[src/rtl/mmio_log_responder.sv]
// mmio_log_responder
//
// MMIO target sitting on the core-side request port. It decodes a 32-byte
// register window at BaseAddr. STOP writes raise a sticky stop flag and
// capture an exit code. LOG writes push byte-masked words into a small FIFO,
// and the FIFO is drained over a valid/ready stream. STATUS and WRCOUNT reads
// are answered with one cycle of registered latency.
//
// Ports:
//   clk_i        clock, all state updates on the rising edge
//   rst_i        asynchronous active-high reset
//   req_i        request valid (single cycle, no backpressure)
//   we_i         1 = write, 0 = read
//   addr_i       byte address
//   wdata_i      write data
//   strb_i       byte strobes (used by writes only)
//   rdata_o      registered read data, loaded the cycle after a read
//   stop_o       sticky stop request
//   exit_code_o  exit code captured with the first stop
//   log_valid_o  FIFO head valid
//   log_data_o   FIFO head data
//   log_ready_i  consumer accepts the head
//   overflow_o   sticky flag: at least one log word was dropped
//
// Register map (offsets from BaseAddr, 8-byte aligned):
//   0x00 STOP (W)   0x08 LOG (W)   0x10 STATUS (R)   0x18 WRCOUNT (R)
module mmio_log_responder #(
  parameter int unsigned                MMIOAddrWidth = 31,
  parameter int unsigned                DataWidth     = 64,
  parameter logic [MMIOAddrWidth-1:0]   BaseAddr      = 31'h1000_0000,
  parameter int unsigned                FifoDepth     = 8
) (
  input  logic                     clk_i,
  input  logic                     rst_i,
  input  logic                     req_i,
  input  logic                     we_i,
  input  logic [MMIOAddrWidth-1:0] addr_i,
  input  logic [DataWidth-1:0]     wdata_i,
  input  logic [DataWidth/8-1:0]   strb_i,
  output logic [DataWidth-1:0]     rdata_o,
  output logic                     stop_o,
  output logic [30:0]              exit_code_o,
  output logic                     log_valid_o,
  output logic [DataWidth-1:0]     log_data_o,
  input  logic                     log_ready_i,
  output logic                     overflow_o
);

  localparam int unsigned StrbWidth = DataWidth / 8;
  localparam int unsigned IdxW      = $clog2(FifoDepth);
  localparam int unsigned PtrW      = IdxW + 1;

  localparam logic [1:0] RegStop    = 2'd0;
  localparam logic [1:0] RegLog     = 2'd1;
  localparam logic [1:0] RegStatus  = 2'd2;
  localparam logic [1:0] RegWrcount = 2'd3;

  localparam logic [DataWidth-1:0] MissData = 64'hDEAD_BEEF_DEAD_BEEF;

  // ---------------------------------------------------------------------
  // Address decode
  // ---------------------------------------------------------------------
  logic [MMIOAddrWidth-1:0] off;
  logic                     hit;
  logic [1:0]               reg_sel;

  // The lower-bound compare is needed because the subtraction wraps for
  // addresses below BaseAddr, which would otherwise alias into the window.
  assign off     = addr_i - BaseAddr;
  assign hit     = (addr_i >= BaseAddr) &&
                   (off < MMIOAddrWidth'(32)) &&
                   (addr_i[2:0] == 3'b000);
  assign reg_sel = off[4:3];

  logic wr_req;
  logic rd_req;
  logic stop_wr;
  logic log_wr;

  assign wr_req  = req_i & we_i;
  assign rd_req  = req_i & ~we_i;
  assign stop_wr = wr_req & hit & (reg_sel == RegStop) & strb_i[0] & wdata_i[0];
  assign log_wr  = wr_req & hit & (reg_sel == RegLog);

  // ---------------------------------------------------------------------
  // Log FIFO
  // ---------------------------------------------------------------------
  logic [PtrW-1:0]      wptr;
  logic [PtrW-1:0]      rptr;
  logic [PtrW-1:0]      level;
  logic [8:0]           level_ext;
  logic                 full;
  logic                 pop;
  logic                 push;
  logic                 push_drop;
  logic [DataWidth-1:0] push_data;
  logic [DataWidth-1:0] mem [FifoDepth];

  // The extra pointer bit separates full from empty, so the difference of
  // the pointers is the occupancy directly.
  assign level     = wptr - rptr;
  assign level_ext = 9'(level);
  assign full      = (level == PtrW'(FifoDepth));
  assign pop       = log_valid_o & log_ready_i;

  // A full FIFO still takes a word when the head leaves in the same cycle.
  assign push      = log_wr & (~full | pop);
  assign push_drop = log_wr & full & ~pop;

  // Byte lanes without a strobe are stored as zero.
  always_comb begin
    push_data = '0;
    for (int b = 0; b < StrbWidth; b++) begin
      if (strb_i[b]) begin
        push_data[b*8 +: 8] = wdata_i[b*8 +: 8];
      end
    end
  end

  always_ff @(posedge clk_i or posedge rst_i) begin
    if (rst_i) begin
      wptr <= '0;
      rptr <= '0;
    end else begin
      if (push) begin
        wptr <= wptr + PtrW'(1);
      end
      if (pop) begin
        rptr <= rptr + PtrW'(1);
      end
    end
  end

  // Storage is not reset; the pointers decide what is visible.
  always_ff @(posedge clk_i) begin
    if (push) begin
      mem[wptr[IdxW-1:0]] <= push_data;
    end
  end

  // Data is gated by valid so stale storage never shows on the stream,
  // in particular right after reset.
  assign log_valid_o = (level != '0);
  assign log_data_o  = log_valid_o ? mem[rptr[IdxW-1:0]] : '0;

  // ---------------------------------------------------------------------
  // Stop / exit code, overflow, counters
  // ---------------------------------------------------------------------
  logic [31:0] drop_cnt;
  logic [31:0] wrcount;

  // The first accepted stop wins; later stops cannot change the exit code.
  always_ff @(posedge clk_i or posedge rst_i) begin
    if (rst_i) begin
      stop_o      <= 1'b0;
      exit_code_o <= '0;
    end else if (stop_wr && !stop_o) begin
      stop_o      <= 1'b1;
      exit_code_o <= wdata_i[31:1];
    end
  end

  always_ff @(posedge clk_i or posedge rst_i) begin
    if (rst_i) begin
      overflow_o <= 1'b0;
      drop_cnt   <= '0;
    end else if (push_drop) begin
      overflow_o <= 1'b1;
      if (drop_cnt != 32'hFFFF_FFFF) begin
        drop_cnt <= drop_cnt + 32'd1;
      end
    end
  end

  // Counts every write cycle, including misses; wraps naturally.
  always_ff @(posedge clk_i or posedge rst_i) begin
    if (rst_i) begin
      wrcount <= '0;
    end else if (wr_req) begin
      wrcount <= wrcount + 32'd1;
    end
  end

  // ---------------------------------------------------------------------
  // Read path
  // ---------------------------------------------------------------------
  logic [DataWidth-1:0] rd_value;

  // Values are taken from current registers, i.e. before any update that
  // happens in the same cycle as the read.
  always_comb begin
    rd_value = MissData;
    if (hit) begin
      case (reg_sel)
        RegStatus:  rd_value = {drop_cnt, 8'h00, level_ext[7:0], 14'h0000,
                                overflow_o, stop_o};
        RegWrcount: rd_value = {32'h0000_0000, wrcount};
        default:    rd_value = MissData;
      endcase
    end
  end

  always_ff @(posedge clk_i or posedge rst_i) begin
    if (rst_i) begin
      rdata_o <= '0;
    end else if (rd_req) begin
      rdata_o <= rd_value;
    end
  end

endmodule

[config.mk]
export PLATFORM = sky130hd
export DESIGN_NAME = mmio_log_responder
export DESIGN_NICKNAME = d
export VERILOG_FILES = /design/src/rtl/mmio_log_responder.sv
export SDC_FILE = /design/constraint.sdc
export NUM_CORES = 1
export LEC_CHECK = 0
export CORE_MARGIN = 2
export CORE_UTILIZATION = 57
export DETAILED_ROUTE_END_ITERATION = 8
export GPL_TIMING_DRIVEN = 0
export HOLD_SLACK_MARGIN = 0.08
export PLACE_DENSITY = 0.83
export SETUP_SLACK_MARGIN = 0.3
export SLEW_MARGIN = 10
export SYNTH_ARGS = -nofsm -noshare
export SYNTH_HDL_FRONTEND = slang
export SYNTH_SLANG_ARGS = --single-unit
[constraint.sdc]
create_clock -name clk_i -period 10.85 [get_ports clk_i]
set_input_delay 2.17 -clock clk_i [delete_from_list [all_inputs] [get_ports clk_i]]
set_output_delay 2.17 -clock clk_i [all_outputs]
set_load 0.03 [all_outputs]
==> results.json <==
{
  "hold_viol": 0,
  "synthSimpleGateAreaFrac_pct": 8.71,
  "clk_pin_slew_ns": 0.06,
  "cp_cell_sequence": "clkbuf_1 -> clkbuf_1 -> clkbuf_1 -> inv_1 -> fa_1 -> xor2_1 -> nor3b_1 -> a21boi_0 -> clkbuf_1 -> buf_1 -> a21oi_1 -> clkdlybuf4s50_1",
  "final_nets": 2187,
  "syn2layout_area_growth_pct": 23.6,
  "worstHoldPathType": "reg2reg",
  "synth_xor_xnor_area_share_pct": 2.27,
  "finalSetupViolCount": 0,
  "synthMuxAreaShare_pct": 12.1,
  "htreeDepth": 3,
  "crit_top_cell": "clkbuf_1",
  "root_buffer": "clkbuf_16",
  "synth-async-reset-ratio_pct": 24.8,
  "synthCells": 1677,
  "cap_violations": 0,
  "critPathMaxStageDelay_ns": 0.67,
  "finalCritPeriodShare_pct": 80.0,
  "synth-edff-count": 512,
  "crit_type": "reg2out",
  "post_cts.repair.setup_buffers": 0,
  "busiest_layer": "met2",
  "ys_warn_count": 0,
  "synthAdderAreaFrac_pct": 0.439,
  "cts_tree": "done",
  "rsz0062_at_grt": "no",
  "cp-end-kind": "primary output",
  "drc": 0,
  "crit_path_max_fanout": 10,
  "vias": 16900,
  "grt_pass1_wl_um": 105000,
  "max_freq_ghz": 0.115,
  "ir_drop_v": 0.000127,
  "post-place-ws_ns": 2.83,
  "portBuffers": 268,
  "fin_tns_setup_ns": 0,
  "crit_slowest_cell": "a21boi_0",
  "drtIter0Drc": 1909,
  "initial_utilization_pct": 57.6,
  "die_x_um": 223,
  "worst_slew_pin_slew_ns": 1.23,
  "start_kind": "flop",
  "maxSlewViolCount": 0,
  "grt_start_max_net_pins": 121,
  "mostFrequentLayoutCell": "edfxtp_1",
  "synth_top_family_by_area": "multiplexers",
  "ctsHoldBuffers": 0,
  "layout_setup_ws_ns": 2.17,
  "syn-cell-area_sq_mm": 0.0274,
  "layout_min_cycle_time_ns": 8.68,
  "synth-compound-area-share_pct": 3.35,
  "clockBufferDepth": 3,
  "grt_pass1_vias": 17600,
  "synthDistinctLibCells": 51,
  "use_met3_pct": 5.76,
  "rows": 80,
  "avgRoutedWirePerCell_um": 25.4,
  "die_area_sq_mm": 0.0498,
  "critPathRequiredTime_ns": 8.68,
  "final_cell_mix": "edfxtp_1 (512), clkdlybuf4s50_1 (268), nand2_1 (230), dfrtp_1 (169), mux4_2 (128)",
  "p_leak_nw": 12.3,
  "die_h_um": 223,
  "fill_cells": 2872,
  "num_io_pins": 270,
  "core_sq_mm": 0.0475,
  "cts_inserted_buffers": 67,
  "syn_nets": 1794,
  "overflow": 0,
  "syn_avg_cell_area_sq_um": 16.3,
  "place.gp.congestion": 0.905,
  "grtUsageMet1_pct": 37.2,
  "arrival_ns": 6.51,
  "ant_nets": 0,
  "relSlewSlack_pct": 17.3,
  "power_density_mw_per_mm2": 231,
  "drt_pass1_iterations": 7,
  "seq_area_frac_synth_pct": 71.6,
  "yosys_most_used_dff": "edfxtp_1",
  "grtUsageTotal_pct": 28.4,
  "cts.sinks": 681,
  "skew_ns": 0.0300,
  "clock_latency_ns": 0.61,
  "drive_above_1_share_pct": 16.0,
  "synth-seq-cells": 681,
  "status": "finished clean",
  "viasPerCell": 6.17,
  "wl_um": 69600,
  "dp_hpwl_um": 45500,
  "met2_usage_pct": 47.8,
  "cts_resized": 0,
  "antenna_found_initial": 1
}
==> state kept, by name, summed over array words and instances (netlist names) <==
name	flops
rptr	4
rdata_o	64
mem	512
wrcount	32
wptr	4
drop_cnt	32
overflow_o	1
exit_code_o	31
stop_o	1
==> area by class of cell <==
cell class,instances,area (sq um),share of cell area [%]
Clock buffer,87,1800,5.33
Timing Repair Buffer,324,3340,9.88
Tap cell,615,769,2.27
Clock inverter,34,478,1.41
Sequential cell,681,19600,58.0
Antenna cell,1,2.50,0.00740
Inverter,12,52.6,0.155
Buffer,94,364,1.08
Multi-Input combinational cell,890,7410,21.9
==> synth_stat cells (8+ instances only) <==
cell,n,area (sq um)
o21ai_0,60,300
nor4_1,32,200
nand3_1,30,150
and3_1,14,87.6
nand4_1,21,131
inv_1,11,41.3
ha_1,8,100
clkbuf_1,63,236
dfrtp_1,169,4230
xnor2_1,27,236
mux4_2,128,2880
buf_1,27,101
xor2_1,44,385
and2_1,70,438
edfxtp_1,512,15400
a21oi_1,107,536
nand2_1,230,863
nor2_1,21,78.8
mux2_2,34,383
==> worst max-delay path: cells and delay by family (launching register included) <==
family	cells	cell delay [ns]
compound gates	2	0.85
simple gates	1	0.35
flops	1	0.35
fa+ha+maj	1	0.44
xor+xnor	1	0.20
buf+inv	7	3.68
==> power by group <==
part / total, mW / switching [mW] / internal (mW)
logic: 2.53 / 1.50 / 1.03
registers: 2.88 / 0.0349 / 2.84
clock network: 2.42 / 0.977 / 1.44
==> final timing paths <==
check                      cells after the start               startpoint  slack [ns]                     endpoint
max in group asynchronous                      3                    rst_i        7.93      rdata_o[52]$_DFFE_PP0P_
hold / removal                                 1  wrcount[31]$_DFFE_PP0P_        0.48      wrcount[31]$_DFFE_PP0P_
hold reg to reg                                1  wrcount[31]$_DFFE_PP0P_        0.48      wrcount[31]$_DFFE_PP0P_
setup / recovery                              12      rptr[1]$_DFFE_PP0P_        2.17               log_data_o[58]
min in group asynchronous                      2                    rst_i        1.97  exit_code_o[25]$_DFFE_PP0P_
setup reg to reg                              14      rptr[1]$_DFFE_PP0P_        5.18         mem[3][16]$_DFFE_PP_
==> stage by stage <==
stage	total power, mW	hold slack (ns)	area, sq um	cells	util (%)
finish	7.83	0.477	33800	2738	71.2
global route	8.09	0.499	33800	2738	71.2
CTS	7.87	0.474	33800	2737	71.1
detailed placement	5.44	0.460	31500	2616	66.3
global placement	5.39	0.460	30800	2560	64.8
floorplan	4.48	0.442	27400	1677	-
==> cells by family (layout without fill, tap and decap cells) <==
logic type | after synthesis | after routing
adder cells (fa/ha/maj) | 9 | 9
XOR/XNOR | 71 | 71
flip-flops | 681 | 681
other | 0 | 1
multiplexers | 166 | 166
AO/OA/AOI/OAI | 178 | 178
AND/OR/NAND/NOR | 466 | 466
buffers and inverters | 106 | 551
==> metal layers <==
metal	routed length (um)	vias up
li1	-	7193
met1	25900	8579
met2	35200	965
met3	6270	147
met4	2270	0
met5	0	-
Power figures use the tool's default switching activity.
